--- src/rtl/usb_keys_nkro_pkg.sv ---
// Shared definitions for the NKRO keyboard report decoder: FSM state
// encoding, the ErrorRollOver scan code and the default frame-sync pattern.
package usb_keys_pkg;

    typedef enum logic [2:0] {
        ST_LOOK = 3'd0,
        ST_MASK = 3'd1,
        ST_RES  = 3'd2,
        ST_CODE = 3'd3,
        ST_EVAL = 3'd4
    } state_t;

    localparam logic [7:0]  ERR_ROLLOVER  = 8'h01;
    localparam logic [23:0] DEFAULT_MAGIC = 24'h57AB01;

endpackage

--- src/rtl/usb_keys_nkro_if.sv ---
// Byte-in / key-out stream bundle of the NKRO decoder. The master side
// feeds report bytes and consumes translated keys; the slave is the decoder.
interface usb_keys_nkro_if;

    logic [7:0] i_byte;
    logic       i_byte_valid;
    logic       o_byte_ready;
    logic [7:0] o_key;
    logic       o_key_valid;
    logic       i_key_ready;
    logic       o_overrun;

    modport master (
        output i_byte, i_byte_valid, i_key_ready,
        input  o_byte_ready, o_key, o_key_valid, o_overrun
    );

    modport slave (
        input  i_byte, i_byte_valid, i_key_ready,
        output o_byte_ready, o_key, o_key_valid, o_overrun
    );

endinterface

--- src/rtl/usb_keys_nkro_keymap.sv ---
// Combinational HID scan code + modifier to ASCII translation. Either shift
// modifier (left bit 1, right bit 5) selects upper case / shifted digits.
// Codes without a printable mapping translate to 0 and are never emitted.
module hid_keymap (
    input  logic [7:0] i_code,
    input  logic [7:0] i_mod,
    output logic [7:0] o_ascii
);

    logic w_shift;

    assign w_shift = i_mod[1] | i_mod[5];

    // Letter range is arithmetic; digit row and specials are a lookup.
    always_comb begin
        o_ascii = 8'h00;
        if (i_code >= 8'h04 && i_code <= 8'h1D) begin
            o_ascii = (w_shift ? 8'h41 : 8'h61) + (i_code - 8'h04);
        end else begin
            case (i_code)
                8'h1E:   o_ascii = w_shift ? 8'h21 : 8'h31;
                8'h1F:   o_ascii = w_shift ? 8'h40 : 8'h32;
                8'h20:   o_ascii = w_shift ? 8'h23 : 8'h33;
                8'h21:   o_ascii = w_shift ? 8'h24 : 8'h34;
                8'h22:   o_ascii = w_shift ? 8'h25 : 8'h35;
                8'h23:   o_ascii = w_shift ? 8'h5E : 8'h36;
                8'h24:   o_ascii = w_shift ? 8'h26 : 8'h37;
                8'h25:   o_ascii = w_shift ? 8'h2A : 8'h38;
                8'h26:   o_ascii = w_shift ? 8'h28 : 8'h39;
                8'h27:   o_ascii = w_shift ? 8'h29 : 8'h30;
                8'h28:   o_ascii = 8'h0D;
                8'h2C:   o_ascii = 8'h20;
                default: o_ascii = 8'h00;
            endcase
        end
    end

endmodule

--- src/rtl/usb_keys_nkro.sv ---
// NKRO keyboard report decoder: finds sync, latches modifier and scan codes,
// then walks the slots one per cycle pushing newly pressed keys (translated
// to ASCII) into an output FIFO. Keys already held in the previous report
// are suppressed; ErrorRollOver reports are dropped without touching history.
module usb_keys_nkro
    import usb_keys_pkg::*;
#(
    parameter int                     MAGIC_LEN  = 3,
    parameter logic [MAGIC_LEN*8-1:0] MAGIC      = DEFAULT_MAGIC,
    parameter int                     RES_BYTES  = 1,
    parameter int                     NKEYS      = 6,
    parameter int                     FIFO_DEPTH = 8
) (
    input  logic            i_clk,
    input  logic            i_rst_n,
    usb_keys_nkro_if.slave  bus
);

    localparam int SYNC_W   = (MAGIC_LEN > 1) ? $clog2(MAGIC_LEN) : 1;
    localparam int RES_W    = (RES_BYTES > 1) ? $clog2(RES_BYTES) : 1;
    localparam int SLOT_W   = (NKEYS > 1) ? $clog2(NKEYS) : 1;
    localparam int PTR_W    = (FIFO_DEPTH > 1) ? $clog2(FIFO_DEPTH) : 1;
    localparam int RES_LAST = (RES_BYTES > 0) ? RES_BYTES - 1 : 0;

    // Sync byte at position idx, MSB byte of MAGIC first.
    function automatic logic [7:0] sync_byte(input logic [SYNC_W-1:0] idx);
        return MAGIC[(MAGIC_LEN - 1 - int'(idx)) * 8 +: 8];
    endfunction

    state_t             r_state, w_next;
    logic [SYNC_W-1:0]  r_sync_idx;
    logic [RES_W-1:0]   r_res_cnt;
    logic [SLOT_W-1:0]  r_code_idx;
    logic [SLOT_W-1:0]  r_slot;
    logic [7:0]         r_mask;
    logic [7:0]         r_cur  [NKEYS];
    logic [7:0]         r_prev [NKEYS];

    logic [7:0]         r_mem  [FIFO_DEPTH];
    logic [PTR_W-1:0]   r_wptr, r_rptr;
    logic [PTR_W:0]     r_count;
    logic               r_overrun;

    logic               w_byte_ready, w_accept;
    logic               w_sync_hit, w_sync_last, w_res_last, w_code_last, w_slot_last;
    logic               w_err, w_held, w_qual;
    logic [7:0]         w_slot_code, w_xlat;
    logic               w_full, w_pop, w_push, w_space, w_eval_adv;

    assign w_accept    = bus.i_byte_valid && w_byte_ready;
    assign w_sync_hit  = (bus.i_byte == sync_byte(r_sync_idx));
    assign w_sync_last = (r_sync_idx == SYNC_W'(MAGIC_LEN - 1));
    assign w_res_last  = (r_res_cnt == RES_W'(RES_LAST));
    assign w_code_last = (r_code_idx == SLOT_W'(NKEYS - 1));
    assign w_slot_last = (r_slot == SLOT_W'(NKEYS - 1));
    assign w_slot_code = r_cur[r_slot];

    hid_keymap u_keymap (
        .i_code  (w_slot_code),
        .i_mod   (r_mask),
        .o_ascii (w_xlat)
    );

    // Report-wide ErrorRollOver flag and "current slot already held" lookup.
    always_comb begin
        w_err  = 1'b0;
        w_held = 1'b0;
        for (int i = 0; i < NKEYS; i++) begin
            if (r_cur[i] == ERR_ROLLOVER) w_err  = 1'b1;
            if (r_prev[i] == w_slot_code) w_held = 1'b1;
        end
    end

    // A full FIFO still accepts a push in the cycle the head is popped.
    assign w_full     = (r_count == (PTR_W + 1)'(FIFO_DEPTH));
    assign w_pop      = (r_count != '0) && bus.i_key_ready;
    assign w_space    = !w_full || w_pop;
    assign w_qual     = (w_slot_code != 8'h00) && !w_held && (w_xlat != 8'h00);
    assign w_eval_adv = (r_state == ST_EVAL) && !w_err && (!w_qual || w_space);
    assign w_push     = (r_state == ST_EVAL) && !w_err && w_qual && w_space;

    // FSM state register.
    always_ff @(posedge i_clk or negedge i_rst_n) begin
        if (!i_rst_n) r_state <= ST_LOOK;
        else          r_state <= w_next;
    end

    // FSM next-state decode.
    always_comb begin
        w_next = r_state;
        case (r_state)
            ST_LOOK: if (w_accept && w_sync_hit && w_sync_last) w_next = ST_MASK;
            ST_MASK: if (w_accept) w_next = (RES_BYTES == 0) ? ST_CODE : ST_RES;
            ST_RES:  if (w_accept && w_res_last) w_next = ST_CODE;
            ST_CODE: if (w_accept && w_code_last) w_next = ST_EVAL;
            ST_EVAL: if (w_err || (w_eval_adv && w_slot_last)) w_next = ST_LOOK;
            default: w_next = ST_LOOK;
        endcase
    end

    // FSM outputs: input is stalled only while slots are being evaluated.
    always_comb begin
        w_byte_ready = (r_state != ST_EVAL);
    end

    // Frame datapath: sync index, counters, modifier, current/previous slots.
    always_ff @(posedge i_clk or negedge i_rst_n) begin
        if (!i_rst_n) begin
            r_sync_idx <= '0;
            r_res_cnt  <= '0;
            r_code_idx <= '0;
            r_slot     <= '0;
            r_mask     <= '0;
            for (int i = 0; i < NKEYS; i++) begin
                r_cur[i]  <= '0;
                r_prev[i] <= '0;
            end
        end else begin
            case (r_state)
                ST_LOOK: if (w_accept) begin
                    if (w_sync_hit)
                        r_sync_idx <= w_sync_last ? '0 : r_sync_idx + 1'b1;
                    else if (bus.i_byte == sync_byte('0))
                        r_sync_idx <= SYNC_W'(1);
                    else
                        r_sync_idx <= '0;
                end
                ST_MASK: if (w_accept) begin
                    r_mask     <= bus.i_byte;
                    r_res_cnt  <= '0;
                    r_code_idx <= '0;
                end
                ST_RES: if (w_accept) r_res_cnt <= r_res_cnt + 1'b1;
                ST_CODE: if (w_accept) begin
                    r_cur[r_code_idx] <= bus.i_byte;
                    r_code_idx        <= r_code_idx + 1'b1;
                    r_slot            <= '0;
                end
                ST_EVAL: if (w_eval_adv) begin
                    r_slot <= r_slot + 1'b1;
                    if (w_slot_last) r_prev <= r_cur;
                end
                default: ;
            endcase
        end
    end

    // FIFO pointers, occupancy and sticky overrun flag.
    always_ff @(posedge i_clk or negedge i_rst_n) begin
        if (!i_rst_n) begin
            r_wptr    <= '0;
            r_rptr    <= '0;
            r_count   <= '0;
            r_overrun <= 1'b0;
        end else begin
            if (w_push) r_wptr <= r_wptr + 1'b1;
            if (w_pop)  r_rptr <= r_rptr + 1'b1;
            case ({w_push, w_pop})
                2'b10:   r_count <= r_count + 1'b1;
                2'b01:   r_count <= r_count - 1'b1;
                default: r_count <= r_count;
            endcase
            if (bus.i_byte_valid && !w_byte_ready) r_overrun <= 1'b1;
        end
    end

    // FIFO storage; contents are only observable while occupancy is nonzero.
    always_ff @(posedge i_clk) begin
        if (w_push) r_mem[r_wptr] <= w_xlat;
    end

    assign bus.o_byte_ready = w_byte_ready;
    assign bus.o_key_valid  = (r_count != '0);
    assign bus.o_key        = (r_count != '0) ? r_mem[r_rptr] : 8'h00;
    assign bus.o_overrun    = r_overrun;

endmodule

--- src/flat_wrapper.sv ---
// flat-port wrapper written by rule: the top's interface ports become plain ports
module usb_keys_nkro_flat import usb_keys_pkg::*;
#(
    parameter int                     MAGIC_LEN  = 3,
    parameter logic [MAGIC_LEN*8-1:0] MAGIC      = DEFAULT_MAGIC,
    parameter int                     RES_BYTES  = 1,
    parameter int                     NKEYS      = 6,
    parameter int                     FIFO_DEPTH = 8
)
  (i_clk, i_rst_n, bus_i_byte, bus_i_byte_valid, bus_i_key_ready, bus_o_byte_ready, bus_o_key, bus_o_key_valid, bus_o_overrun);
  usb_keys_nkro_if bus_i ();
  input  logic i_clk;
  input  logic i_rst_n;
  input wire logic [$bits(bus_i.i_byte)-1:0] bus_i_byte;
  input wire logic [$bits(bus_i.i_byte_valid)-1:0] bus_i_byte_valid;
  input wire logic [$bits(bus_i.i_key_ready)-1:0] bus_i_key_ready;
  output wire logic [$bits(bus_i.o_byte_ready)-1:0] bus_o_byte_ready;
  output wire logic [$bits(bus_i.o_key)-1:0] bus_o_key;
  output wire logic [$bits(bus_i.o_key_valid)-1:0] bus_o_key_valid;
  output wire logic [$bits(bus_i.o_overrun)-1:0] bus_o_overrun;
  assign bus_i.i_byte = bus_i_byte;
  assign bus_i.i_byte_valid = bus_i_byte_valid;
  assign bus_i.i_key_ready = bus_i_key_ready;
  assign bus_o_byte_ready = bus_i.o_byte_ready;
  assign bus_o_key = bus_i.o_key;
  assign bus_o_key_valid = bus_i.o_key_valid;
  assign bus_o_overrun = bus_i.o_overrun;
  usb_keys_nkro #(.MAGIC_LEN(MAGIC_LEN), .MAGIC(MAGIC), .RES_BYTES(RES_BYTES), .NKEYS(NKEYS), .FIFO_DEPTH(FIFO_DEPTH)) u_core (.i_clk(i_clk), .i_rst_n(i_rst_n), .bus(bus_i));
endmodule
--- config.mk ---
export PLATFORM = sky130hd
export DESIGN_NAME = usb_keys_nkro_flat
export DESIGN_NICKNAME = d
export VERILOG_FILES = /design/src/rtl/usb_keys_nkro_pkg.sv /design/src/rtl/usb_keys_nkro_if.sv /design/src/rtl/usb_keys_nkro_keymap.sv /design/src/rtl/usb_keys_nkro.sv /design/src/flat_wrapper.sv
export SDC_FILE = /design/constraint.sdc
export NUM_CORES = 1
export LEC_CHECK = 0
export BUFFER_PORTS_ARGS = -buffer_cell sky130_fd_sc_hd__buf_4
export CAP_MARGIN = 20
export CORE_ASPECT_RATIO = 0.5
export CORE_MARGIN = 2
export CORE_UTILIZATION = 57
export CTS_CLUSTER_DIAMETER = 30
export DETAILED_ROUTE_END_ITERATION = 8
export PLACE_DENSITY = 0.77
export SLEW_MARGIN = 20
export SYNTH_ARGS = -nofsm -noshare
export SYNTH_HDL_FRONTEND = slang
export SYNTH_SLANG_ARGS = --single-unit
--- constraint.sdc ---
create_clock -name i_clk -period 4.4 [get_ports i_clk]
set_input_delay 0.44 -clock i_clk [delete_from_list [all_inputs] [get_ports i_clk]]
set_output_delay 0.44 -clock i_clk [all_outputs]
set_load 0.01 [all_outputs]
-- Word level (Yosys, flattened, before mapping)
Memory sizes are Yosys's and may differ from the RTL's.
Index checks and enable logic that the tools add are counted.
- bits of input ports: 12
- RAM bits: 64
- memories: 1
- flip-flop bits (word level): 125
- bitwise operators: 4
- shift operators: 1
- $lt $le $gt $ge: 5
- $add $sub $neg: 11
- mux-type cells: 52
- eq/ne operators: 45
- reductions and logical operators: 40
- memories (memory ; words ; width ; rd ports ; clocked after Yosys merged registers in ; wr ports ; RTL line ; text):
    u_core.r_mem ; 8 ; 8 ; 1 ; 0 ; 1 ; usb_keys_nkro.sv:39 ; logic [7:0] r_mem [FIFO_DEPTH];
- operators with widths (kind ; count):
    $pmux W7 S12 ; 1
    $eq A8 B6 Y1 const B ; 10
    $eq A8 B8 Y1 ; 7
    $bwmux W48 ; 1
    $eq A8 B1 Y1 const B ; 6
    $mux W5 ; 8
    $mux W8 ; 5
    $shiftx A24 B32 Y8 const A ; 1
    $bmux W8 S3 ; 1
    $demux W8 S3 ; 1
    $mux W3 ; 8
    $mux W1 ; 17
    $eq A8 B5 Y1 const B ; 2
    $logic_and A1 B1 Y1 ; 16
    $reduce_bool A8 Y1 ; 2
    $pmux W3 S5 ; 1
    $mux W7 ; 2
    $ne A2 B1 Y1 const B ; 7
    $add A3 B1 Y3 const B ; 4
    $pmux W3 S2 ; 2
    $reduce_and A3 Y1 ; 4
    $eq A3 B3 Y1 const B ; 3
    $add A7 B8 Y8 ; 1
    $eq A8 B7 Y1 const B ; 1
    other kinds (31) ; 47

-- Depth between registers and ports, before layout
Gate-level depths: netlist of run 1.
- word-level depth: 21
- gate-level depth with buffers: 24
- depth with buffers taken out: 21

-- Hierarchy
From an unflattened synthesis of run 1, not the netlist that was laid out.
- cells, all modules: 769
- area, all modules: 9943.3 sq um
- modules (own cells, without submodules) (module ; instances ; cells an instance ; area an instance (sq um)):
    usb_keys_nkro ; 1 ; 672 ; 9181.3
    hid_keymap ; 1 ; 97 ; 762.0

-- Worst setup path before layout of run 1
OpenSTA, ideal clock, no wires.
- path kind: reg2reg
- from: register u_core.r_slot[0]
- to: memory u_core.r_mem[4][0] (enable)
- path buffers: 3
- arrival: 4.347 ns
- slack: -0.345 ns
- data required time: 4.002 ns
- cell stages (with the launch flop): 18
- cells stage by stage: dfrtp_1 buf_6 mux4_2 buf_2 a21oi_1 inv_1 ha_1 ha_1 nor2b_1 o31a_1 o21ai_0 nand2b_1 xnor2_1 nor2_1 o2111ai_2 nand3_1 buf_2 nor4b_1
- cells in the longest elaborated chain, start to end: 18
- elaborated cells on any way between the ends: 44
- those cells by class: add/sub: 2; order compare: 2; eq/ne: 18; mux: 13; bitwise: 1; reduce/logical: 8
- RTL lines (element ; RTL line ; text):
    start: declaration ; usb_keys_nkro.sv:34 ; logic [SLOT_W-1:0] r_slot;
    start signal: assignment ; usb_keys_nkro.sv:140 ; r_slot <= r_slot + 1'b1;
    $not A3 Y4 (implied by the code) (*) ; usb_keys_nkro.sv:56 ; assign w_slot_code = r_cur[r_slot];
    $bmux W8 S3 (*) ; usb_keys_nkro.sv:56 ;
    $mux W8 (implied by the code) (*) (2 in series) ; usb_keys_nkro.sv:56 ;
    branches (longest 9 deep; another with $sub A8 B3 Y8) ; -- ;
    $logic_and A1 B1 Y1 (*) ; usb_keys_nkro.sv:78 ; assign w_qual = (w_slot_code != 8'h00) && !w_held && (w_xlat != 8'h00);
    $logic_and A1 B1 Y1 (*) (2 in series) ; usb_keys_nkro.sv:80 ; assign w_push = (r_state == ST_EVAL) && !w_err && w_qual && w_space;
    $mux W1 (*) ; usb_keys_nkro.sv:169 ; if (w_push) r_mem[r_wptr] <= w_xlat;
    $mux W1 (implied by the code) (*) ; usb_keys_nkro.sv:169 ;
    end: declaration ; usb_keys_nkro.sv:39 ;
Every way passes the cells marked *. The select of a mux whose other input is x is not followed.

-- Worst setup path in the final report of run 1
- from: register u_core.r_slot[0]
- to: register u_core.r_count[3]
- cells in the longest elaborated chain, start to end: 18
- elaborated cells on any way between the ends: 46
- those cells by class: add/sub: 2; order compare: 2; eq/ne: 20; mux: 12; bitwise: 1; reduce/logical: 9
- RTL lines (element ; RTL line ; text):
    $not A3 Y4 (implied by the code) (*) ; usb_keys_nkro.sv:56 ;
    $bmux W8 S3 (*) ; usb_keys_nkro.sv:56 ;
    $mux W8 (implied by the code) (*) (2 in series) ; usb_keys_nkro.sv:56 ;
    branches (longest 9 deep; another with $sub A8 B3 Y8) ; -- ;
    $logic_and A1 B1 Y1 (*) ; usb_keys_nkro.sv:78 ;
    $logic_and A1 B1 Y1 (*) (2 in series) ; usb_keys_nkro.sv:80 ;
    $eq A2 B1 Y1 / $eq A2 B2 Y1 (equally long branches) ; usb_keys_nkro.sv:158 ; case ({w_push, w_pop})
    $pmux W4 S2 / $reduce_bool A2 Y1 (equally long branches) ; -- ;
    end signal: assignment ; usb_keys_nkro.sv:159 ; 2'b10: r_count <= r_count + 1'b1;
    end signal: assignment ; usb_keys_nkro.sv:160 ; 2'b01: r_count <= r_count - 1'b1;
    end signal: assignment ; usb_keys_nkro.sv:161 ; default: r_count <= r_count;
    end: declaration ; usb_keys_nkro.sv:41 ; logic [PTR_W:0] r_count;
Marks and branches as above.
A chain may end at the register's enable or synchronous reset.

==> results of run 1 <==
-- cell type report --
cell class	count	area share [%]
Clock buffer	18	3.84
Clock inverter	14	1.15
Inverter	23	0.755
Multi-Input combinational cell	526	40.6
Sequential cell	185	43.3
Tap cell	227	2.49
Timing Repair Buffer	115	7.83
-- state kept, by name (all words and copies together) (netlist names), 2 cells and up --
name	flops
u_core.r_prev	48
u_core.r_wptr	3
u_core.r_rptr	3
u_core.r_cur	48
u_core.r_mem	64
u_core.r_sync_idx	2
u_core.r_slot	3
u_core.r_state	3
u_core.r_count	4
u_core.r_mask	2
u_core.r_code_idx	3
-- power groups by stage --
stage	registers [uW]	logic, uW	clock network (uW)
4_1_cts	1960	340	1520
5_1_grt	1980	386	1600
2_1_floorplan	1870	317	0
6_report	1960	347	1510
3_3_place_gp	1990	318	0
3_5_place_dp	1990	338	0
-- cell families (layout without fill, tap and decap cells) --
kind of cell | count (synthesis) | after routing | share of synthesized area (%)
buf+inv | 61 | 170 | 3.01
xor+xnor | 66 | 66 | 5.93
compound gates | 109 | 109 | 7.91
flops | 185 | 185 | 50.8
fa+ha+maj | 26 | 26 | 3.42
simple gates | 173 | 173 | 9.04
mux | 152 | 152 | 19.9
-- Yosys cell counts, drive strengths merged (7+ instances only) --
cell | count | share of area (%)
nor4 | 16 | 1.0
inv | 22 | 0.85
or3 | 7 | 0.45
xor2 | 19 | 1.7
mux4 | 19 | 4.4
o21ai | 25 | 1.3
nand2 | 40 | 1.5
dfrtp | 121 | 31
a22oi | 8 | 0.76
nor2 | 44 | 1.8
a21oi | 16 | 0.82
ha | 25 | 3.2
clkbuf | 16 | 0.62
buf | 22 | 1.5
nor3 | 12 | 0.62
a31oi | 7 | 0.45
mux2i | 21 | 2.2
nor4b | 8 | 0.72
nor2b | 9 | 0.58
edfxtp | 64 | 20
nand3 | 14 | 0.72
xnor2 | 47 | 4.2
mux2 | 112 | 13
-- through the flow --
stage | util (%) | worst slack (ns) | total power (uW)
global route | 69.0 | -0.0411 | 3960
finish | 69.0 | 0.145 | 3810
floorplan | - | 0.00417 | 2190
detailed placement | 64.7 | -0.0739 | 2330
global placement | 64.7 | 0.106 | 2310
CTS | 68.2 | 0.0132 | 3820
-- worst max-delay path by stage --
stage                                 from                end  slack (ns)  cells past startpoint
after floorplan           u_core.r_slot[1]  u_core.r_count[3]       0.004                     24
after CTS                 u_core.r_slot[1]  u_core.r_count[3]        0.01                     21
after global routing      u_core.r_slot[0]  u_core.r_count[3]       -0.04                     20
after detailed placement  u_core.r_slot[1]  u_core.r_count[3]       -0.07                     21
after global placement    u_core.r_slot[1]  u_core.r_count[3]        0.11                     21
final                     u_core.r_slot[0]  u_core.r_count[3]        0.14                     20
-- repair_timing --
item / 4_1_cts / 5_1_grt
pin swaps: 1 / 13
setup buffers: 1 / 4
setup endpoints to repair: 2 / 3
gates cloned: 0 / 0
resized for setup: 0 / 27
-- critical path, stage by stage (launching register included) --
cell and delay [ns]:
sky130_fd_sc_hd__dfrtp_1 0.42, sky130_fd_sc_hd__buf_6 0.17, sky130_fd_sc_hd__mux4_2 0.56, sky130_fd_sc_hd__a21oi_4 0.18, sky130_fd_sc_hd__inv_1 0.08, sky130_fd_sc_hd__ha_2 0.20
sky130_fd_sc_hd__nand2_1 0.07, sky130_fd_sc_hd__nand2_1 0.06, sky130_fd_sc_hd__o31a_1 0.26, sky130_fd_sc_hd__and2_4 0.17, sky130_fd_sc_hd__or3_4 0.38, sky130_fd_sc_hd__a41o_1 0.23
sky130_fd_sc_hd__o2111ai_2 0.10, sky130_fd_sc_hd__nand3_2 0.11, sky130_fd_sc_hd__ha_2 0.22, sky130_fd_sc_hd__ha_1 0.26, sky130_fd_sc_hd__a21o_1 0.17, sky130_fd_sc_hd__a21oi_2 0.14
sky130_fd_sc_hd__xnor2_1 0.13, sky130_fd_sc_hd__nor2_1 0.08, sky130_fd_sc_hd__xor2_1 0.14
-- per-layer routing --
metal / share of wire [%] / wire length [um] / vias up
li1: - / - / 3076
met1: 45 / 11000 / 3455
met2: 46 / 11300 / 222
met3: 6.0 / 1470 / 48
met4: 2.4 / 575 / 0
met5: 0 / 0 / -
-- placed cells by master, fill, tap and decap left out, drive strengths merged, types with 5 or more instances in the layout --
cell type,n
dfrtp,121
buf,115
mux2,112
edfxtp,64
xnor2,47
nor2,44
nand2,40
inv,31
o21ai,25
ha,25
mux2i,21
mux4,19
xor2,19
clkbuf,18
nor4,16
a21oi,16
nand3,14
nor3,12
nor2b,9
a22oi,8
nor4b,8
a31oi,7
or3,7
o31ai,6
nand4,6
a211oi,5
a21o,5
==> metrics.yaml, run 1 <==
status: "completed"
final_layout_size_suffix_gt1_share_pct: 35.9
syn_to_final_growth_pct: 17.3
io_buffers: 22
die_y_um: 96.4
grtUsageMet1_pct: 38.6
initialDrtViolationCount: 591
filler_cell_count: 1154
critical_path.startpoint_type: "flop"
ys_seq_area_share_pct: 50.8
synth_nets: 810
path_type_of_the_worst_setup_path: "flop to flop"
share_comb_of_total_power_pct: 9.1
cp_max_fo: 8
ant_nets: 0
multiInputGateArea_sq_um: 4640
clk_transition_reported_paths_ns: 0.08
worst_r2r_endpoint: "u_core.r_count[3]"
layout.nets: 906
final_cell_area_sq_um: 11400
dr_vias_cell: 6.14
grt_pass1_wl_um: 38200
timing.slew.headroom_pct: 43.0
arrival_ns: 4.57
internal_power_uw: 2810
layout_min_cycle_time_ns: 4.26
detailed_place.area_sq_um: 10700
met3_global_route_usage_pct: 6.68
finalMaxSlewViolations: 0
instances_no_fill: 1108
pwr-share-seq_pct: 51.4
power-per-cell-area_nw_per_um2: 333
use_met2_pct: 46.0
ys_warn_count: 0
initial_core_util_pct: 58.8
std_cell_rows: 33
crit-reg2reg-launch: "u_core.r_slot[0]"
worst_clock_skew_ns: 0.0135
switching_power_uw: 997
floorplan.io_pins: 23
dp_cells: 1071
core_area_sq_um: 16600
synth_seq_cells: 185
clock_tree.root_cell: "sky130_fd_sc_hd__clkbuf_16"
route.vias.total: 6801
grt_pass1_vias: 6807
die-width_um: 189
total_number_of_h_tree_levels: 4
grt_usage_pct: 28.4
insertion_delay_to_the_later_sink_of_the_worst_skew_pair_ns: 0.44
final-hold-violation-count: 0
worst_setup_path_end_kind: "flop"
synth-edff-count: 64
static-leakage-power_uw: 0.00536
slew_at_the_pin_closest_to_its_max_slew_limit_ns: 0.849
overflow: 0
achievable-frequency_mhz: 235
hold_class: "input pin to async pin"
final.setup.tns_ns: 0
final.period_utilization_pct: 96.7
synth.avg_cell_area_sq_um: 12.6
synthFlopType: "sky130_fd_sc_hd__dfrtp_1"
tritoncts: "done"
netlist-cell-type-count: 64
synth_area_sq_um: 9740
post_cts_hold_buffer_count: 0
antenna_cells_inserted: 0
grt_most_used_layer: "met2"
cts.path.max_buffers: 2
setup-violations-final: 0
ff2ff_setup_slack_ns: 0.14
timing.reg2reg.worst_path_depth: 20
largest_voltage_drop_on_the_vdd_net_uv: 260
hpwlAfterDp_um: 17500
drc_errors: 0
numClockSinks: 185
max-cap-violations: 0
clockPowerShare_pct: 39.5
cts_made_buffers: 17
design.die.area_sq_um: 18200
asyncSetResetFlopFracSynth_pct: 65.4
regArea_sq_um: 4950
setup_repair_after_global_routing_missed_its_margin: "true"
largest_net_degree_at_the_start_of_global_routing: 66
crit_required_ns: 4.72
place.gp.congestion: 0.976
antenna_found_initial: 0
hold_slack_ns: 0.0935
syn-instance-count: 772
dr.pass1.iters: 5
p_sw_share_pct: 26.2
post_drt_wl_per_cell_um: 22.0
totalWireLength_um: 24300
No activity file was read; power rests on OpenSTA's default activity.
==> run 2, diff against run 1 <==
--- a/config.mk
+++ b/config.mk
@@ -5,14 +5,14 @@
 export SDC_FILE = /design/constraint.sdc
 export NUM_CORES = 1
 export LEC_CHECK = 0
-export BUFFER_PORTS_ARGS = -buffer_cell sky130_fd_sc_hd__buf_4
 export CAP_MARGIN = 20
 export CORE_ASPECT_RATIO = 0.5
 export CORE_MARGIN = 2
-export CORE_UTILIZATION = 57
+export CORE_UTILIZATION = 58
 export CTS_CLUSTER_DIAMETER = 30
 export DETAILED_ROUTE_END_ITERATION = 8
-export PLACE_DENSITY = 0.77
+export DONT_BUFFER_PORTS = 1
+export PLACE_DENSITY = 0.76
 export SLEW_MARGIN = 20
 export SYNTH_ARGS = -nofsm -noshare
 export SYNTH_HDL_FRONTEND = slang
==> run 2 against run 1 <==
Compared with the run above:
- die area is 1.7% lower
- critical path depth is 1 higher
- setup slack worse by 0.038 ns
- sequential share of layout area is 0.36 points higher
- clock power is 9% higher
- cell count is 2.6% lower
- worst hold slack better by 0.025 ns
- power is 2.7% higher
- sequential power hardly changed
- clock-buffer cell count is 5 higher
- global-route usage is 0.34 points lower
- clock skew is 0.0026 ns higher
- highest routed layer unchanged
==> metrics.yaml, run 2 (synthesized netlist as in run 1, its figures left out) <==
layout.cells.most_common: "sky130_fd_sc_hd__dfrtp_1"
ant_nets: 0
critical_path.startpoint_type: "flop"
largest_registers: "u_core.r_mem: 64 flops, u_core.r_cur: 48 flops, u_core.r_prev: 48 flops"
final.setup.tns_ns: 0
layout_min_cycle_time_ns: 4.29
totalWireLength_um: 24200
place.gp.congestion: 0.957
instances_no_fill: 1079
initialDrtViolationCount: 577
overflow: 0
design.die.area_sq_um: 17900
power-per-cell-area_nw_per_um2: 345
path_type_of_the_worst_setup_path: "flop to flop"
pwr-share-seq_pct: 50.0
hold_slack_ns: 0.118
post_drt_wl_per_cell_um: 22.4
initial_core_util_pct: 59.4
setup-violations-final: 0
antenna_cells_inserted: 0
final-hold-violation-count: 0
grt_usage_pct: 28.0
antenna_found_initial: 0
finalMaxSlewViolations: 0
grt_pass1_wl_um: 37300
largest_net_degree_at_the_start_of_global_routing: 122
internal_power_uw: 2970
die_y_um: 95.6
route.vias.total: 6590
final_layout_size_suffix_gt1_share_pct: 33.9
worst_setup_path_end_kind: "flop"
p_sw_share_pct: 24.1
crit_required_ns: 4.72
hpwlAfterDp_um: 16700
hold_class: "input pin to flop"
dr_vias_cell: 6.11
crit_end: "u_core.r_count[3]"
grt_pass1_vias: 6590
layout.nets: 878
achievable-frequency_mhz: 233
status: "completed"
worst_clock_skew_ns: 0.0162
place_ws_ns: -0.0571
cts.path.max_buffers: 2
syn_to_final_growth_pct: 16.4
drc_errors: 0
detailed_place.area_sq_um: 10400
dr.pass1.iters: 5
largest_voltage_drop_on_the_vdd_net_uv: 230
core_area_sq_um: 16400
most-common-layout-cells: "sky130_fd_sc_hd__dfrtp_1, sky130_fd_sc_hd__mux2_2, sky130_fd_sc_hd__buf_4"
timing.slew.headroom_pct: 35.3
switching_power_uw: 945
io_buffers: 0
clockPowerShare_pct: 42.1
cp-startpoint: "u_core.r_slot[0]"
clock_tree.root_cell: "sky130_fd_sc_hd__clkbuf_16"
share_comb_of_total_power_pct: 7.9
max-cap-violations: 0
die-width_um: 187
ff2ff_setup_slack_ns: 0.11
fin_ws_ns: 0.107
std_cell_rows: 33
clk_transition_reported_paths_ns: 0.07
cts_made_buffers: 17
insertion_delay_to_the_later_sink_of_the_worst_skew_pair_ns: 0.44
largest_register_ffs: 64
floorplan.io_pins: 23
total_number_of_h_tree_levels: 4
arrival_ns: 4.61
slew_at_the_pin_closest_to_its_max_slew_limit_ns: 0.965
static-leakage-power_uw: 0.00525
numClockSinks: 185
dp_cells: 1028
most_flops_register: "u_core.r_mem"
tritoncts: "done"
hold_depth: 1
worst_r2r_endpoint: "u_core.r_count[3]"
final_cell_area_sq_um: 11300
cp_max_fo: 8
timing.reg2reg.worst_path_depth: 21
final.period_utilization_pct: 97.6
crit-reg2reg-launch: "u_core.r_slot[0]"
==> run 2: layout make-up <==
class,instances,area (sq um)
multi-input combinational,526,4670
timing repair buffer,87,709
clock buffer,23,503
fill,1136,5050
clock inverter,8,133
tap,227,284
inverter,23,86.3
sequential,185,4950
==> run 2: what timing repair did <==
action / CTS / global route
endpoints found under the hold margin: 121 / 0
setup buffers: 2 / 16
pin swaps: 2 / 15
hold buffers: 2 / 0
gates resized for setup: 1 / 29
endpoints found under the setup margin: 1 / 11
==> run 2: how the worst min path moves through the flow <==
stage | end | startpoint | slack (ns)
finish | u_core.r_state[0] | bus_i_byte_valid | 0.12
floorplan | u_core.bus.o_overrun | i_rst_n | 0.14
CTS | u_core.r_state[0] | bus_i_byte_valid | 0.11
detailed placement | u_core.r_code_idx[0] | i_rst_n | 0.15
global placement | u_core.r_code_idx[0] | i_rst_n | 0.15
global route | u_core.r_state[0] | bus_i_byte_valid | 0.11
==> run 2: per-stage QoR <==
step           util [%]  power [uW]
2_1_floorplan         -        2190
3_3_place_gp       63.5        2260
3_5_place_dp       63.5        2280
4_1_cts            67.7        3930
5_1_grt            69.2        4050
6_report           69.2        3910
==> run 2: critical path: stages (launching register included) <==
cell and delay (ns):
sky130_fd_sc_hd__dfrtp_1 0.41, sky130_fd_sc_hd__buf_6 0.16, sky130_fd_sc_hd__mux2_4 0.31, sky130_fd_sc_hd__a222oi_1 0.31
sky130_fd_sc_hd__buf_4 0.19, sky130_fd_sc_hd__ha_1 0.23, sky130_fd_sc_hd__inv_2 0.07, sky130_fd_sc_hd__ha_4 0.20
sky130_fd_sc_hd__a21oi_2 0.14, sky130_fd_sc_hd__o21ai_2 0.08, sky130_fd_sc_hd__xor2_1 0.16, sky130_fd_sc_hd__o31ai_1 0.30
sky130_fd_sc_hd__a41o_1 0.23, sky130_fd_sc_hd__o2111ai_2 0.14, sky130_fd_sc_hd__nand3_2 0.12, sky130_fd_sc_hd__ha_2 0.18
sky130_fd_sc_hd__ha_1 0.22, sky130_fd_sc_hd__a21o_1 0.19, sky130_fd_sc_hd__a21oi_2 0.14, sky130_fd_sc_hd__xnor2_1 0.14
sky130_fd_sc_hd__nor2_1 0.09, sky130_fd_sc_hd__xor2_1 0.16
==> run 2: power groups by stage <==
stage,combinational (uW),clock (uW),sequential [uW]
floorplan,317,0,1870
finish,308,1650,1960
detailed placement,281,0,1990
global placement,266,0,1990
CTS,307,1660,1960
global route,343,1730,1970
==> run 2: routing by layer <==
metal  vias to the layer above  wire length, um  global-route usage [%]
met2                       233            11500                    46.6
met4                         0              331                    7.34
met5                         -                0                       0
met3                        38             1460                    5.70
met1                      3314            10900                    38.3
li1                       3005                -                       -
